**config.mk**
```make
export PLATFORM = sky130hd
export DESIGN_NAME = id_ex_stage_flat
export DESIGN_NICKNAME = d
export VERILOG_FILES = /design/src/rtl/id_ex_stage_pkg.sv /design/src/rtl/id_ex_stage_if.sv /design/src/rtl/id_ex_stage_hazard_detect.sv /design/src/rtl/id_ex_stage.sv /design/src/flat_wrapper.sv
export SDC_FILE = /design/constraint.sdc
export NUM_CORES = 1
export LEC_CHECK = 0
export CORE_ASPECT_RATIO = 1.75
export CORE_MARGIN = 1
export CORE_UTILIZATION = 44
export CTS_CLUSTER_DIAMETER = 150
export CTS_CLUSTER_SIZE = 28
export DETAILED_ROUTE_END_ITERATION = 8
export MAX_ROUTING_LAYER = met4
export PLACE_DENSITY_LB_ADDON = 0.1
export SLEW_MARGIN = 10
export SYNTH_ARGS = -nofsm -noshare
export SYNTH_HDL_FRONTEND = slang
export SYNTH_SLANG_ARGS = --single-unit
```
**constraint.sdc**
```tcl
create_clock -name clk -period 6.1 [get_ports clk]
set_input_delay 0.915 -clock clk [delete_from_list [all_inputs] [get_ports clk]]
set_output_delay 0.915 -clock clk [all_outputs]
set_load 0.05 [all_outputs]
```
**src/rtl/id_ex_stage_pkg.sv**
```systemverilog
// Shared decode/execute definitions: datapath widths, opcodes, control-word layout.
// Latency: n/a (types and constants only).
// Backpressure: n/a.
package id_ex_stage_pkg;

  localparam int DATA_W_DEF = 16;
  localparam int REG_W_DEF  = 4;

  // Bubble counter width and its saturation value
  localparam int             CNT_W   = 16;
  localparam logic [CNT_W-1:0] CNT_MAX = '1;

  // Opcode space; TYPEA is the multi-cycle (mult/div) class
  localparam logic [3:0] OP_RTYPE = 4'b0000;
  localparam logic [3:0] OP_ADDI  = 4'b0001;
  localparam logic [3:0] OP_LOAD  = 4'b0010;
  localparam logic [3:0] OP_STORE = 4'b0011;
  localparam logic [3:0] OP_BEQ   = 4'b0100;
  localparam logic [3:0] OP_JUMP  = 4'b0101;
  localparam logic [3:0] OP_TYPEA = 4'b1111;

  // Control-word bit ordering, MSB first; control, id_ex_stage and later stages share it
  typedef struct packed {
    logic       multiDiv;
    logic [3:0] opcode;
    logic       aluBType;
    logic       aluSrc;
    logic       signExtendFlag;
    logic       memRead;
    logic       memToReg;
    logic       memWrite;
    logic [1:0] aluControl;
    logic [1:0] regWrite;
    logic [1:0] jumpBranch;
  } ctrl_t;

  // An invalid slot carries no side-effecting control bits
  function automatic ctrl_t ctrlGate(input ctrl_t c, input logic valid);
    return valid ? c : '0;
  endfunction

endpackage

```
**src/rtl/id_ex_stage_if.sv**
```systemverilog
// Decode-to-execute bus: decoded instruction in, execute-stage view and stall request out.
// Latency: n/a (wiring only).
// Backpressure: stallIn/flush flow toward the stage, stallOut flows back upstream.
interface id_ex_stage_if
  import id_ex_stage_pkg::*;
#(
  parameter int DATA_W = DATA_W_DEF,
  parameter int REG_W  = REG_W_DEF
) ();

  // Decode side
  logic              idValid;
  logic [3:0]        opcode;
  logic              multiDiv;
  logic              aluBType;
  logic              aluSrc;
  logic              signExtendFlag;
  logic              memRead;
  logic              memToReg;
  logic              memWrite;
  logic [1:0]        aluControl;
  logic [1:0]        regWrite;
  logic [1:0]        jumpBranch;
  logic [REG_W-1:0]  rs1;
  logic [REG_W-1:0]  rs2;
  logic [REG_W-1:0]  rd;
  logic [DATA_W-1:0] readData1;
  logic [DATA_W-1:0] readData2;
  logic [DATA_W-1:0] immExt;
  logic [DATA_W-1:0] pc;
  logic              stallIn;
  logic              flush;

  // Execute side
  logic              exValid;
  logic [3:0]        exOpcode;
  logic              exMultiDiv;
  logic              exAluBType;
  logic              exAluSrc;
  logic              exSignExtendFlag;
  logic              exMemRead;
  logic              exMemToReg;
  logic              exMemWrite;
  logic [1:0]        exAluControl;
  logic [1:0]        exRegWrite;
  logic [1:0]        exJumpBranch;
  logic [REG_W-1:0]  exRs1;
  logic [REG_W-1:0]  exRs2;
  logic [REG_W-1:0]  exRd;
  logic [DATA_W-1:0] exReadData1;
  logic [DATA_W-1:0] exReadData2;
  logic [DATA_W-1:0] exImmExt;
  logic [DATA_W-1:0] exPc;
  logic              stallOut;
  logic [CNT_W-1:0]  bubbleCount;

  // Upstream view: drives the decoded instruction, observes execute state
  modport master (
    output idValid, opcode, multiDiv, aluBType, aluSrc, signExtendFlag,
           memRead, memToReg, memWrite, aluControl, regWrite, jumpBranch,
           rs1, rs2, rd, readData1, readData2, immExt, pc, stallIn, flush,
    input  exValid, exOpcode, exMultiDiv, exAluBType, exAluSrc, exSignExtendFlag,
           exMemRead, exMemToReg, exMemWrite, exAluControl, exRegWrite, exJumpBranch,
           exRs1, exRs2, exRd, exReadData1, exReadData2, exImmExt, exPc,
           stallOut, bubbleCount
  );

  // Stage view
  modport slave (
    input  idValid, opcode, multiDiv, aluBType, aluSrc, signExtendFlag,
           memRead, memToReg, memWrite, aluControl, regWrite, jumpBranch,
           rs1, rs2, rd, readData1, readData2, immExt, pc, stallIn, flush,
    output exValid, exOpcode, exMultiDiv, exAluBType, exAluSrc, exSignExtendFlag,
           exMemRead, exMemToReg, exMemWrite, exAluControl, exRegWrite, exJumpBranch,
           exRs1, exRs2, exRd, exReadData1, exReadData2, exImmExt, exPc,
           stallOut, bubbleCount
  );

endinterface

```
**src/rtl/id_ex_stage_hazard_detect.sv**
```systemverilog
// Load-use hazard: decode reads a register that the load now in execute will write.
// Latency: 0 cycles, purely combinational.
// Backpressure: none here; the caller turns hazard into a bubble plus an upstream hold.
module hazard_detect #(
  parameter int REG_W = 4
) (
  input  logic             idValid,
  input  logic [REG_W-1:0] rs1,
  input  logic [REG_W-1:0] rs2,
  input  logic             aluSrc,
  input  logic             memWrite,
  input  logic             exValid,
  input  logic             exMemRead,
  input  logic [REG_W-1:0] exRd,
  output logic             hazard
);

  // rs2 only matters when it feeds the ALU or supplies store data; r0 is an ordinary register
  logic useRs2;
  assign useRs2 = ~aluSrc | memWrite;
  assign hazard = idValid & exValid & exMemRead &
                  ((exRd == rs1) | (useRs2 & (exRd == rs2)));

endmodule

```
**src/rtl/id_ex_stage.sv**
```systemverilog
// ID/EX pipeline register with load-use bubble insertion and saturating bubble counter.
// Latency: 1 cycle decode -> ex*; stallOut is combinational.
// Backpressure: stallIn holds the stage; hazard/stallIn raise stallOut unless flush kills the slot.
module id_ex_stage
  import id_ex_stage_pkg::*;
#(
  parameter int DATA_W = DATA_W_DEF,
  parameter int REG_W  = REG_W_DEF
) (
  input logic          clk,
  input logic          rst,
  id_ex_stage_if.slave bus
);

  ctrl_t             idCtrl;
  ctrl_t             exCtrl;
  logic              exValid;
  logic [REG_W-1:0]  exRs1;
  logic [REG_W-1:0]  exRs2;
  logic [REG_W-1:0]  exRd;
  logic [DATA_W-1:0] exReadData1;
  logic [DATA_W-1:0] exReadData2;
  logic [DATA_W-1:0] exImmExt;
  logic [DATA_W-1:0] exPc;
  logic [CNT_W-1:0]  bubbleCnt;
  logic              hazard;
  logic              hazardBubble;
  logic              loadBubble;

  assign idCtrl = '{
    multiDiv:       bus.multiDiv,
    opcode:         bus.opcode,
    aluBType:       bus.aluBType,
    aluSrc:         bus.aluSrc,
    signExtendFlag: bus.signExtendFlag,
    memRead:        bus.memRead,
    memToReg:       bus.memToReg,
    memWrite:       bus.memWrite,
    aluControl:     bus.aluControl,
    regWrite:       bus.regWrite,
    jumpBranch:     bus.jumpBranch
  };

  hazard_detect #(.REG_W(REG_W)) uHazard (
    .idValid   (bus.idValid),
    .rs1       (bus.rs1),
    .rs2       (bus.rs2),
    .aluSrc    (bus.aluSrc),
    .memWrite  (bus.memWrite),
    .exValid   (exValid),
    .exMemRead (exCtrl.memRead),
    .exRd      (exRd),
    .hazard    (hazard)
  );

  // A hazard only costs a bubble when execute is free to advance and no flush overrides it
  assign hazardBubble = ~bus.flush & ~bus.stallIn & hazard;
  assign loadBubble   = rst | bus.flush | hazardBubble;
  assign bus.stallOut = ~bus.flush & (bus.stallIn | hazard);

  // Pipeline register: bubble on reset/flush/hazard, hold on stall, otherwise load decode
  always_ff @(posedge clk) begin
    if (loadBubble) begin
      exValid     <= 1'b0;
      exCtrl      <= '0;
      exRs1       <= '0;
      exRs2       <= '0;
      exRd        <= '0;
      exReadData1 <= '0;
      exReadData2 <= '0;
      exImmExt    <= '0;
      exPc        <= '0;
    end else if (!bus.stallIn) begin
      exValid     <= bus.idValid;
      exCtrl      <= ctrlGate(idCtrl, bus.idValid);
      exRs1       <= bus.rs1;
      exRs2       <= bus.rs2;
      exRd        <= bus.rd;
      exReadData1 <= bus.readData1;
      exReadData2 <= bus.readData2;
      exImmExt    <= bus.immExt;
      exPc        <= bus.pc;
    end
  end

  // Count hazard bubbles only, saturating; flush bubbles are not counted
  always_ff @(posedge clk) begin
    if (rst) begin
      bubbleCnt <= '0;
    end else if (hazardBubble && (bubbleCnt != CNT_MAX)) begin
      bubbleCnt <= bubbleCnt + 1'b1;
    end
  end

  assign bus.exValid          = exValid;
  assign bus.exOpcode         = exCtrl.opcode;
  assign bus.exMultiDiv       = exCtrl.multiDiv;
  assign bus.exAluBType       = exCtrl.aluBType;
  assign bus.exAluSrc         = exCtrl.aluSrc;
  assign bus.exSignExtendFlag = exCtrl.signExtendFlag;
  assign bus.exMemRead        = exCtrl.memRead;
  assign bus.exMemToReg       = exCtrl.memToReg;
  assign bus.exMemWrite       = exCtrl.memWrite;
  assign bus.exAluControl     = exCtrl.aluControl;
  assign bus.exRegWrite       = exCtrl.regWrite;
  assign bus.exJumpBranch     = exCtrl.jumpBranch;
  assign bus.exRs1            = exRs1;
  assign bus.exRs2            = exRs2;
  assign bus.exRd             = exRd;
  assign bus.exReadData1      = exReadData1;
  assign bus.exReadData2      = exReadData2;
  assign bus.exImmExt         = exImmExt;
  assign bus.exPc             = exPc;
  assign bus.bubbleCount      = bubbleCnt;

endmodule
```
**src/flat_wrapper.sv**
```systemverilog
// flat-port wrapper written by rule: the top's interface ports become plain ports
module id_ex_stage_flat import id_ex_stage_pkg::*;
#(
  parameter int DATA_W = DATA_W_DEF,
  parameter int REG_W  = REG_W_DEF
)
  (clk, rst, bus_idValid, bus_opcode, bus_multiDiv, bus_aluBType, bus_aluSrc, bus_signExtendFlag, bus_memRead, bus_memToReg, bus_memWrite, bus_aluControl, bus_regWrite, bus_jumpBranch, bus_rs1, bus_rs2, bus_rd, bus_readData1, bus_readData2, bus_immExt, bus_pc, bus_stallIn, bus_flush, bus_exValid, bus_exOpcode, bus_exMultiDiv, bus_exAluBType, bus_exAluSrc, bus_exSignExtendFlag, bus_exMemRead, bus_exMemToReg, bus_exMemWrite, bus_exAluControl, bus_exRegWrite, bus_exJumpBranch, bus_exRs1, bus_exRs2, bus_exRd, bus_exReadData1, bus_exReadData2, bus_exImmExt, bus_exPc, bus_stallOut, bus_bubbleCount);
  id_ex_stage_if #(.DATA_W(DATA_W), .REG_W(REG_W)) bus_i ();
  input logic clk;
  input logic rst;
  input wire logic [$bits(bus_i.idValid)-1:0] bus_idValid;
  input wire logic [$bits(bus_i.opcode)-1:0] bus_opcode;
  input wire logic [$bits(bus_i.multiDiv)-1:0] bus_multiDiv;
  input wire logic [$bits(bus_i.aluBType)-1:0] bus_aluBType;
  input wire logic [$bits(bus_i.aluSrc)-1:0] bus_aluSrc;
  input wire logic [$bits(bus_i.signExtendFlag)-1:0] bus_signExtendFlag;
  input wire logic [$bits(bus_i.memRead)-1:0] bus_memRead;
  input wire logic [$bits(bus_i.memToReg)-1:0] bus_memToReg;
  input wire logic [$bits(bus_i.memWrite)-1:0] bus_memWrite;
  input wire logic [$bits(bus_i.aluControl)-1:0] bus_aluControl;
  input wire logic [$bits(bus_i.regWrite)-1:0] bus_regWrite;
  input wire logic [$bits(bus_i.jumpBranch)-1:0] bus_jumpBranch;
  input wire logic [$bits(bus_i.rs1)-1:0] bus_rs1;
  input wire logic [$bits(bus_i.rs2)-1:0] bus_rs2;
  input wire logic [$bits(bus_i.rd)-1:0] bus_rd;
  input wire logic [$bits(bus_i.readData1)-1:0] bus_readData1;
  input wire logic [$bits(bus_i.readData2)-1:0] bus_readData2;
  input wire logic [$bits(bus_i.immExt)-1:0] bus_immExt;
  input wire logic [$bits(bus_i.pc)-1:0] bus_pc;
  input wire logic [$bits(bus_i.stallIn)-1:0] bus_stallIn;
  input wire logic [$bits(bus_i.flush)-1:0] bus_flush;
  output wire logic [$bits(bus_i.exValid)-1:0] bus_exValid;
  output wire logic [$bits(bus_i.exOpcode)-1:0] bus_exOpcode;
  output wire logic [$bits(bus_i.exMultiDiv)-1:0] bus_exMultiDiv;
  output wire logic [$bits(bus_i.exAluBType)-1:0] bus_exAluBType;
  output wire logic [$bits(bus_i.exAluSrc)-1:0] bus_exAluSrc;
  output wire logic [$bits(bus_i.exSignExtendFlag)-1:0] bus_exSignExtendFlag;
  output wire logic [$bits(bus_i.exMemRead)-1:0] bus_exMemRead;
  output wire logic [$bits(bus_i.exMemToReg)-1:0] bus_exMemToReg;
  output wire logic [$bits(bus_i.exMemWrite)-1:0] bus_exMemWrite;
  output wire logic [$bits(bus_i.exAluControl)-1:0] bus_exAluControl;
  output wire logic [$bits(bus_i.exRegWrite)-1:0] bus_exRegWrite;
  output wire logic [$bits(bus_i.exJumpBranch)-1:0] bus_exJumpBranch;
  output wire logic [$bits(bus_i.exRs1)-1:0] bus_exRs1;
  output wire logic [$bits(bus_i.exRs2)-1:0] bus_exRs2;
  output wire logic [$bits(bus_i.exRd)-1:0] bus_exRd;
  output wire logic [$bits(bus_i.exReadData1)-1:0] bus_exReadData1;
  output wire logic [$bits(bus_i.exReadData2)-1:0] bus_exReadData2;
  output wire logic [$bits(bus_i.exImmExt)-1:0] bus_exImmExt;
  output wire logic [$bits(bus_i.exPc)-1:0] bus_exPc;
  output wire logic [$bits(bus_i.stallOut)-1:0] bus_stallOut;
  output wire logic [$bits(bus_i.bubbleCount)-1:0] bus_bubbleCount;
  assign bus_i.idValid = bus_idValid;
  assign bus_i.opcode = bus_opcode;
  assign bus_i.multiDiv = bus_multiDiv;
  assign bus_i.aluBType = bus_aluBType;
  assign bus_i.aluSrc = bus_aluSrc;
  assign bus_i.signExtendFlag = bus_signExtendFlag;
  assign bus_i.memRead = bus_memRead;
  assign bus_i.memToReg = bus_memToReg;
  assign bus_i.memWrite = bus_memWrite;
  assign bus_i.aluControl = bus_aluControl;
  assign bus_i.regWrite = bus_regWrite;
  assign bus_i.jumpBranch = bus_jumpBranch;
  assign bus_i.rs1 = bus_rs1;
  assign bus_i.rs2 = bus_rs2;
  assign bus_i.rd = bus_rd;
  assign bus_i.readData1 = bus_readData1;
  assign bus_i.readData2 = bus_readData2;
  assign bus_i.immExt = bus_immExt;
  assign bus_i.pc = bus_pc;
  assign bus_i.stallIn = bus_stallIn;
  assign bus_i.flush = bus_flush;
  assign bus_exValid = bus_i.exValid;
  assign bus_exOpcode = bus_i.exOpcode;
  assign bus_exMultiDiv = bus_i.exMultiDiv;
  assign bus_exAluBType = bus_i.exAluBType;
  assign bus_exAluSrc = bus_i.exAluSrc;
  assign bus_exSignExtendFlag = bus_i.exSignExtendFlag;
  assign bus_exMemRead = bus_i.exMemRead;
  assign bus_exMemToReg = bus_i.exMemToReg;
  assign bus_exMemWrite = bus_i.exMemWrite;
  assign bus_exAluControl = bus_i.exAluControl;
  assign bus_exRegWrite = bus_i.exRegWrite;
  assign bus_exJumpBranch = bus_i.exJumpBranch;
  assign bus_exRs1 = bus_i.exRs1;
  assign bus_exRs2 = bus_i.exRs2;
  assign bus_exRd = bus_i.exRd;
  assign bus_exReadData1 = bus_i.exReadData1;
  assign bus_exReadData2 = bus_i.exReadData2;
  assign bus_exImmExt = bus_i.exImmExt;
  assign bus_exPc = bus_i.exPc;
  assign bus_stallOut = bus_i.stallOut;
  assign bus_bubbleCount = bus_i.bubbleCount;
  id_ex_stage #(.DATA_W(DATA_W), .REG_W(REG_W)) u_core (.clk(clk), .rst(rst), .bus(bus_i));
endmodule
```
After elaboration in Yosys (flattened, before gate mapping) --
Cells that the tools add are included.
Word-level totals: bits in registers 110, input bits 98
Operators by class: add/sub/neg operators 1, eq/ne operators 3, mux-type cells 1, bitwise gates (word level) 15, reduce and logical (&&, ||, !) cells 1
Operators by type and width (count):
- 17-bit two-way mux | 1
- 16-bit by 1-bit adder with 16-bit output, second input constant | 1
- 16-bit inequality test, second input constant | 1
- 4-bit == test | 2
- 1-bit bitwise AND | 7
- 1-bit OR | 5
- 1-bit NOT | 3
- 1-bit logical AND | 1

Logic depth before layout (Yosys ltp) --
depth after elaboration 7, depth in mapped cells 8

Modules after synthesis --
From an unflattened synthesis, not the netlist that was laid out.
Unflattened totals: cell total of the unflattened synthesis 429, area, all modules 4235.3 um^2
By module, submodules not included:
- id_ex_stage | instances 1, cells each 415, area each 4129.0 um^2, sequential area each 2202.1 um^2
- hazard_detect | instances 1, cells each 14, area each 106.4 um^2, sequential area each 0.0 um^2

Worst setup path before layout --
No wires, ideal clock.
kind input-to-output, start in bus_rs2[1], end out bus_stallOut, arrival time 2.982 ns, path slack 2.203 ns, stages on the path 6, cell sequence xor2_1 > o41ai_4 > nand2_2 > buf_1 > buf_2 > a21oi_1
Between the ends: cells in the longest elaborated chain, start to end 6
RTL lines:
- start: declaration | line flat_wrapper.sv:24 | input wire logic [$bits(bus_i.rs2)-1:0] bus_rs2;
- 4-bit == test | line id_ex_stage_hazard_detect.sv:22 | ((exRd == rs1) | (useRs2 & (exRd == rs2)));
- 1-bit bitwise AND | line id_ex_stage_hazard_detect.sv:22
- 1-bit OR | line id_ex_stage_hazard_detect.sv:22
- 1-bit bitwise AND | line id_ex_stage_hazard_detect.sv:21 | assign hazard = idValid & exValid & exMemRead &
- 1-bit OR | line id_ex_stage.sv:59 | assign bus.stallOut = ~bus.flush & (bus.stallIn | hazard);
- 1-bit bitwise AND | line id_ex_stage.sv:59
- end: declaration | line flat_wrapper.sv:51 | output wire logic [$bits(bus_i.stallOut)-1:0] bus_stallOut;
No other way between the ends.

Worst setup path in the final report --
start in bus_rs2[3], end out bus_stallOut
The elaborated chain is that of the path after synthesis.

==> results.sh <==
export IMPL_grt_max_degree=97
export IMPL_die_x_um=76.4
export IMPL_rows=47
export IMPL_p_leak_nw=2.33
export IMPL_timing_hold_ws_ps=459
export IMPL_antenna_found_initial=0
export IMPL_timing_final_max_slew_violations=0
export IMPL_tritoncts="done"
export IMPL_p_seq_share_pct=47.5
export IMPL_fmax_mhz=235
export IMPL_relSlewSlack_pct=25.9
export IMPL_via_per_inst=5.43
export IMPL_synth_edff_count=0
export IMPL_vias=4489
export IMPL_p_clk_share_pct=37.1
export IMPL_ys_types=33
export IMPL_cts_max_path_buffers=2
export IMPL_antenna_cells=0
export IMPL_n_fill_cell=776
export IMPL_cts_sinks=110
export IMPL_post_cts_buffers=0
export IMPL_grt_pass1_vias=4250
export IMPL_ant_nets=0
export IMPL_synth_async_reset_ratio_pct=0
export IMPL_yosysWarnings=0
export IMPL_hold_viol=0
export IMPL_slowest_delay_ps=820
export IMPL_path_clk_slew_ps=70
export IMPL_finalCritPeriodShare_pct=69.7
export IMPL_worstMarginPinSlew_ps=1110
export IMPL_combPwrFrac_pct=15.4
export IMPL_first_pass_iters=5
export IMPL_initial_core_util_pct=45.3
export IMPL_synth_most_common_cell="dfxtp_1"
export IMPL_p_per_area_nw_per_um2=236
export IMPL_yosys_area_top_type_share_pct=51.7
export IMPL_cts_buffers=9
export IMPL_ys_top_cells_by_area="dfxtp_1 (52%), nand3_1 (10%), a21oi_1 (10%)"
export IMPL_end_kind="output port"
export IMPL_die_h_um=132
export IMPL_critPathRequiredTime_ps=5180
export IMPL_yosys_top_cells_count="dfxtp_1 (110), nand3_1 (86), a21oi_1 (85), nand2_1 (82), clkbuf_1 (33)"
export IMPL_syn_avg_cell_area_um2=8.21
export IMPL_finClkSkew_ps=8.03
export IMPL_overflow=0
export IMPL_switchingPower_w=0.000400
export IMPL_switching_share_pct=25.5
export IMPL_io_buffers=208
export IMPL_synth_top_area_cell="dfxtp_1"
export IMPL_postCtsHoldBufs=0
export IMPL_cp_max_fo=7
export IMPL_p_int_w=0.00117
export IMPL_routed_wl_um=13300
export IMPL_dieArea_um2=10100
export IMPL_nNetsFinal=799
export IMPL_cap_violations=0
export IMPL_synth_seq_cells=110
export IMPL_setup_violations=0
export IMPL_cp_start_kind="primary input"
export IMPL_seq_area_frac_synth_pct=51.7
export IMPL_cp_buffers_inverters=2
export IMPL_wl_per_cell_um=16.1
export IMPL_layout_min_cycle_time_ps=4250
export IMPL_place_hpwl_um=8950
export IMPL_synth_area_um2=4260
export IMPL_synthCells=519
export IMPL_critPathKind="primary input to output port"
export IMPL_insertion_delay_ps=350
export IMPL_slowest_stage="clkdlybuf4s50_1"
export IMPL_path_cells="clkdlybuf4s50_1 > xnor2_1 > o21ai_0 > o41ai_4 > nand2_2 > a21oi_1 > clkdlybuf4s50_1"
export IMPL_ctsResizeCount=0
export IMPL_status="finished clean"
export IMPL_synthesis_nets=618
export IMPL_drt_iter0_drc=374
export IMPL_cp_common_cell="clkdlybuf4s50_1"
export IMPL_gp_congestion=0.886
export IMPL_core_area_um2=9410
export IMPL_grt_setup_unrepaired="false"
export IMPL_grt_usage_pct=26.8
export IMPL_drcViolationCount=0
export IMPL_tns_ps=0
export IMPL_final_layout_size_suffix_gt1_share_pct=4.26
export IMPL_hold_class="flip-flop to flip-flop"
export IMPL_cts_root_buf="clkbuf_16"
export IMPL_peakVddDrop_v=0.000170
export IMPL_p_total_w=0.00157
export IMPL_htree_levels=3
export IMPL_ys_flop_type="dfxtp_1"
export IMPL_pin_count=209
export IMPL_grt_pass1_wl_um=20900
export IMPL_syn_to_final_growth_pct=56.1
export IMPL_arrival_ps=3340
export IMPL_critPathTopFamily="buffers and inverters"
-- cell type report --
| class | count | area (um^2) | area share, % |
|---|---|---|---|
| tap | 122 | 153 | 2.29 |
| inverter | 5 | 18.8 | 0.282 |
| clock buffer | 12 | 246 | 3.70 |
| multi-input combinational | 361 | 1880 | 28.2 |
| sequential | 110 | 2200 | 33.1 |
| timing repair buffer | 213 | 2110 | 31.8 |
| clock inverter | 3 | 45.0 | 0.677 |
-- metal layers --
metal	routed length, um	track usage [%]	vias to the layer above	part of all wire (%)
li1	-	-	2155	-
met3	656	4.71	29	4.9
met4	455	14.4	0	3.4
met5	0	-	-	0
met1	5220	29.8	2116	39
met2	6940	45.1	189	52
-- sequential cells by signal, summed over array words and instances (netlist names), 2 cells and up --
name                     flops
u_core.bus.exReadData1      16
u_core.bus.exRegWrite        2
u_core.bus.exReadData2      16
u_core.bus.bubbleCount      16
u_core.bus.exPc             16
u_core.bus.exRd              4
u_core.bus.exJumpBranch      2
u_core.bus.exRs2             4
u_core.bus.exRs1             4
u_core.bus.exImmExt         16
u_core.bus.exOpcode          4
u_core.bus.exAluControl      2
-- kinds of logic (layout without fill, tap and decap cells) --
kind of cell	Yosys count	in the layout	share of synthesized area, %
xor gates and xnor gates	12	12	2.47
DFF	110	110	51.7
adders and majority gates	1	1	0.293
muxes	5	5	1.29
buffers and inverters	48	233	4.34
AOI/OAI and AO/OA	111	111	14.8
and+or+nand+nor	232	232	25.1
-- worst reg2reg max path, cell delays in order, from the launching register on --
cell and delay [ps]:
dfxtp_1 420, xnor2_1 150, o21ai_0 170, o41ai_4 500, nand2_2 110, buf_4 390, nor4_1 510, mux2_2 380
-- metrics by stage --
step / cell area, um^2 / util (%) / setup slack (ps) / std cells
finish: 6660 / 70.7 / 1850 / 826
CTS: 6660 / 70.7 / 1850 / 826
global placement: 6360 / 67.6 / 1920 / 811
floorplan: 4260 / - / 2200 / 519
global route: 6660 / 70.7 / 1740 / 826
detailed placement: 6360 / 67.6 / 1870 / 811
-- cell usage in the layout (no fill, tap or decap), types with 2 or more instances in the layout --
cell type	netlist	routed
clkdlybuf4s50_1	0	207
dfxtp_1	110	110
nand3_1	86	86
a21oi_1	85	85
nand2_1	82	82
nor2_1	31	31
a22oi_1	17	17
clkbuf_16	0	9
xor2_1	7	7
xnor2_1	5	5
nand4_1	5	5
nor3_1	5	5
buf_4	0	5
inv_1	4	4
o21ai_0	4	4
nor4_1	4	4
mux2_2	4	4
and3_1	3	3
o31ai_1	3	3
or4_1	3	3
nor2b_1	3	3
or3_1	3	3
or2_2	2	2
clkinvlp_4	0	2
clkbuf_1	33	2
-- path summary, 6_finish.rpt --
path | start | to | cells after the start | slack [ps]
setup / recovery | bus_rs2[3] | bus_stallOut | 7 | 1850
setup reg to reg | u_core.bus.exRd[3]$_SDFFE_PP0N_ | u_core.bus.bubbleCount[9]$_SDFFE_PP0P_ | 7 | 3370
hold reg to reg | u_core.bus.exPc[3]$_SDFFE_PP0N_ | u_core.bus.exPc[3]$_SDFFE_PP0N_ | 2 | 460
hold / removal | u_core.bus.exPc[3]$_SDFFE_PP0N_ | u_core.bus.exPc[3]$_SDFFE_PP0N_ | 2 | 460
-- power groups by stage --
stage / sequential [W] / combinational (W) / clock [W]
final: 0.000746 / 0.000242 / 0.000583
after detailed placement: 0.000762 / 0.000242 / 0
after CTS: 0.000746 / 0.000243 / 0.000593
after floorplan: 0.000825 / 0.0000628 / 0
after global placement: 0.000761 / 0.000239 / 0
after global routing: 0.000748 / 0.000256 / 0.000623
No activity file was read; power rests on OpenSTA's default activity.
